===== config.mk =====
export PLATFORM = sky130hd
export DESIGN_NAME = tx_sched
export DESIGN_NICKNAME = d
export VERILOG_FILES = /design/src/rtl/tx_sched.sv
export SDC_FILE = /design/constraint.sdc
export NUM_CORES = 1
export LEC_CHECK = 0
export BUFFER_PORTS_ARGS = -buffer_cell sky130_fd_sc_hd__buf_2
export CAP_MARGIN = 10
export CORE_MARGIN = 2
export CORE_UTILIZATION = 48
export CTS_CLUSTER_SIZE = 20
export DETAILED_ROUTE_END_ITERATION = 10
export PLACE_DENSITY = 0.88
export SLEW_MARGIN = 15
export SYNTH_ARGS = -nofsm -noshare
export SYNTH_HDL_FRONTEND = slang
export SYNTH_SLANG_ARGS = --single-unit

===== constraint.sdc =====
create_clock -name i_clk -period 2.2 [get_ports i_clk]
set_input_delay 0.11 -clock i_clk [delete_from_list [all_inputs] [get_ports i_clk]]
set_output_delay 0.11 -clock i_clk [all_outputs]
set_load 0.005 [all_outputs]

===== src/rtl/tx_sched.sv =====
// Round-robin front end for the UART transmitter: arbitrates NREQ producers onto
// one tx write port and generates the clk_tx bit-rate square wave.
module tx_sched #(
  parameter  int WIDTH_DATA = 8,
  parameter  int NREQ       = 4,
  parameter  int DIV        = 16,
  localparam int GW         = $clog2(NREQ),
  localparam int CW         = $clog2(DIV)
) (
  input  logic                       i_clk,
  input  logic                       i_nrst,
  input  logic [NREQ-1:0]            i_req,
  input  logic [NREQ*WIDTH_DATA-1:0] i_data,
  output logic [NREQ-1:0]            o_ack,
  output logic [GW-1:0]              o_grant_id,
  output logic                       o_we,
  output logic [WIDTH_DATA-1:0]      o_data,
  input  logic                       i_mty,
  input  logic                       i_baud_en,
  output logic                       o_clk_tx
);

  typedef enum logic [0:0] {
    ST_IDLE = 1'b0,
    ST_HOLD = 1'b1
  } state_t;

  state_t          state_r;
  logic            guard_r;
  logic [GW-1:0]   sel_s;
  logic            sel_valid_s;
  logic [CW-1:0]   cnt_r;
  logic [CW-1:0]   cnt_nxt_s;

  // Round-robin search starting just after the last granted requester
  always_comb begin
    int idx;
    sel_s       = o_grant_id;
    sel_valid_s = 1'b0;
    idx         = 0;
    // Walk the distance downward so the closest requester is written last and wins
    for (int i = NREQ; i >= 1; i--) begin
      idx = (int'(o_grant_id) + i) % NREQ;
      if (i_req[idx[GW-1:0]]) begin
        sel_valid_s = 1'b1;
        sel_s       = idx[GW-1:0];
      end else begin
        sel_valid_s = sel_valid_s;
      end
    end
  end

  // Grant FSM: one write per grant, then a fixed two-cycle guard for tx's o_mty latency
  always_ff @(posedge i_clk) begin
    if (!i_nrst) begin
      state_r    <= ST_IDLE;
      guard_r    <= 1'b0;
      o_we       <= 1'b0;
      o_ack      <= '0;
      o_data     <= '0;
      o_grant_id <= GW'(NREQ - 1);
    end else begin
      case (state_r)
        ST_IDLE: begin
          if (i_mty && sel_valid_s) begin
            o_we       <= 1'b1;
            o_ack      <= NREQ'(1) << sel_s;
            o_data     <= i_data[int'(sel_s)*WIDTH_DATA +: WIDTH_DATA];
            o_grant_id <= sel_s;
            guard_r    <= 1'b0;
            state_r    <= ST_HOLD;
          end else begin
            o_we  <= 1'b0;
            o_ack <= '0;
          end
        end
        ST_HOLD: begin
          o_we  <= 1'b0;
          o_ack <= '0;
          if (guard_r) begin
            state_r <= ST_IDLE;
          end else begin
            guard_r <= 1'b1;
          end
        end
        default: begin
          state_r <= ST_IDLE;
          o_we    <= 1'b0;
          o_ack   <= '0;
        end
      endcase
    end
  end

  assign cnt_nxt_s = (cnt_r == CW'(DIV - 1)) ? '0 : cnt_r + CW'(1);

  // Bit-rate generator: high while the next count is in the lower half of the period
  always_ff @(posedge i_clk) begin
    if (!i_nrst) begin
      cnt_r    <= '0;
      o_clk_tx <= 1'b0;
    end else if (!i_baud_en) begin
      cnt_r    <= '0;
      o_clk_tx <= 1'b0;
    end else begin
      cnt_r    <= cnt_nxt_s;
      o_clk_tx <= (cnt_nxt_s < CW'(DIV / 2));
    end
  end

endmodule


==> results.cfg <==
[status]
status = finished, final reports clean

[synthesis]
yosysWarnings = 0
ys_ff_latch = 22
synth-compound-area-share = 0.208
synth-xor-area-share = 0.00775
synth_area_sq_um = 1130
postSynthAreaPerCell_sq_um = 9.19
ys.flop_type = dfxtp_1
ys_seq_area_frac = 0.390
syn_nets = 164
yosysUniqueCellTypes = 36
synth_top_family_by_area = simple AND/OR/NAND/NOR gates
yosys-mux-area-fraction = 0.106
synthSimpleGateAreaFrac = 0.225
synth_edf_count = 0
async_flop_share = 0
syn_inst = 123
synth_adder_area_share = 0.0111

[routing]
ant_nets = 0
avgViaCountPerCell = 5.41
wire_per_inst_um = 13.2
via_count = 1110
drc_errors = 0
dr.first_iter.drc_count = 17
routed_wirelength_um = 2700
firstDrtPassIters = 4

[setup_path]
worst_r2r_endpoint = o_data[1]
end_kind = flip-flop
arrival_ps = 1880
critPathRequiredTime_ps = 2410
worstPathCellList = nor2b_1, o21ai_1, nand3_2, mux2i_1, o221ai_1
cp_slowest_cell = dfxtp_1
worstSetupEndpoint = o_data[1]
reg2regPathDepth = 5
cp-startpoint = o_grant_id[0]
start_kind = flip-flop
path_class = flip-flop to flip-flop
cpPeakStageDelay_ps = 410
r2r_slack_ps = 530
reg2reg_from = o_grant_id[0]
critPathMaxFanout = 16

[final_layout]
fill_cells = 213
final_nets = 219
multi_input_area_sq_um = 631
area_delta_synth_final_pct = 30.2
fin_cells = 205
antennaDiodeCount = 0
layout-drive-gt1-share = 0.412
fin_area_sq_um = 1470
utilization = 0.665
final-seq-area_sq_um = 440

[global_routing]
grt_pass1_wl_um = 4140
grt_max_degree = 17
grt_use_total = 0.204
globalRouteOverflowTotal = 0
grt_antenna_before_repair = 0
grt_pass1_vias = 997

[die]
ios = 56
core-area_sq_um = 2210
die_area_sq_um = 2760
rows = 17
initial_core_util = 0.511
die_w_um = 52.5
die_h_um = 52.5

[sta]
slew_viol_final = 0
slew_headroom = 0.633
hold_violations = 0
fin_setup_tns_ps = 0
worst_pin_slew_ps = 547
fin_crit_sh = 0.760
rsz0062_at_grt = false
whs_ps = 36.9
timing.final.ws_setup_ps = 527
setup_viol = 0
skew_ps = 9.19
fmaxAchievable_mhz = 598
period_needed_ps = 1670

[clocking]
cts_hold_buf = 0
insertion_delay_ps = 320
cts_inserted_buffers = 3
clkTransAtPathRegs_ps = 130
clockBufferDepth = 2
cts.sinks = 22
htreeDepth = 1
cts_tree = yes
clockRootBuffer = clkbuf_4
cts_setup_buffers = 0
cts_resized = 0

[hold_path]
worstHoldPathType = input port to flip-flop

[power]
ir_drop_uv = 633
p_per_area_nw_per_um2 = 668
finalPower_uw = 983
leakage_nw = 0.702

[job]
timing.max_cap.violations = 0

[placement]
dp_hpwl_um = 2130
numPortBuffers = 55
place.gp.congestion = 0.712
dpl_worst_slack_ps = 517
place_area_sq_um = 1420
post-place-cells = 201
## cell usage in the layout (no fill, tap or decap)
master	instances
o21a_4	1
nand3_1	6
o31ai_1	1
and3_1	1
buf_4	2
clkbuf_4	3
a21boi_0	1
o21ai_0	2
xnor2_1	1
or4_4	1
o21bai_1	1
o21ai_1	1
nor3_1	1
buf_2	55
and2_0	1
o221ai_1	3
nand2b_1	2
and2_1	1
and4b_4	1
nand3_2	1
ha_1	1
bufinv_16	1
nand2_1	8
nand3b_2	1
mux2i_1	12
o21a_1	2
and4_1	5
nor2_1	8
nor2b_1	5
o21ai_2	6
nand2_2	1
a31oi_1	6
a311oi_1	1
o211ai_1	5
a21oi_1	1
dfxtp_1	22
inv_1	6
## flip-flops by register name, indices dropped and copies added, names as in the netlist
signal      cells
o_grant_id      2
o_ack           4
cnt_r           4
o_data          8
state_r         1
o_clk_tx        1
guard_r         1
o_we            1
## Yosys cell counts (2+ instances only)
cell type,n,area (sq um)
a31oi_1,6,37.5
and4_1,5,43.8
buf_2,2,10.0
clkbuf_1,4,15.0
dfxtp_1,22,440
inv_1,6,22.5
mux2i_1,12,120
nand2_1,8,30.0
nand2b_1,2,12.5
nand3_1,6,30.0
nor2_1,8,30.0
nor2b_1,5,31.3
o211ai_1,5,37.5
o21a_1,2,15.0
o21ai_0,2,10.0
o21ai_2,6,52.6
o221ai_1,3,26.3
## cell families after synthesis
family,count (synthesis)
fa+ha+maj,1
buf+inv,13
mux,12
xor+xnor,1
flops,22
simple gates,43
compound gates,31
## cell type report
class / instances / area share
sequential: 22 / 0.299
clock buffer: 3 / 0.0153
timing repair buffer: 57 / 0.197
inverter: 6 / 0.0153
multi-input combinational: 88 / 0.429
tap: 28 / 0.0238
clock inverter: 1 / 0.0204
## power breakdown
| part | switching, mW | total [mW] | internal (mW) |
|---|---|---|---|
| logic | 0.110 | 0.219 | 0.109 |
| registers | 0.0182 | 0.448 | 0.430 |
| clock network | 0.132 | 0.317 | 0.185 |
| total | 0.260 | 0.983 | 0.723 |
## worst min-delay path by stage
| stage | slack (ps) | to | startpoint | depth (start not counted) |
|---|---|---|---|---|
| 3_3_place_gp | 380 | o_grant_id[0] | i_nrst | 2 |
| 2_1_floorplan | 250 | cnt_r[1] | i_baud_en | 2 |
| 5_1_grt | 40 | cnt_r[1] | i_baud_en | 3 |
| 6_report | 40 | cnt_r[1] | i_baud_en | 3 |
| 3_5_place_dp | 390 | o_grant_id[0] | i_nrst | 2 |
| 4_1_cts | 50 | cnt_r[1] | i_baud_en | 3 |
## routing by layer
metal,share of wire,vias up,track usage
li1,-,559,-
met1,0.41,506,0.236
met2,0.50,40,0.352
met5,0,-,0
met3,0.060,5,0.0286
met4,0.023,0,0.120
## critical path, delay by kind of cell, from the launching register on
family          cells  cell delay [ps]
flops               1              410
compound gates      2              350
simple gates        2              510
mux                 1              290
Note: power is estimated with default switching activity, not from simulation.
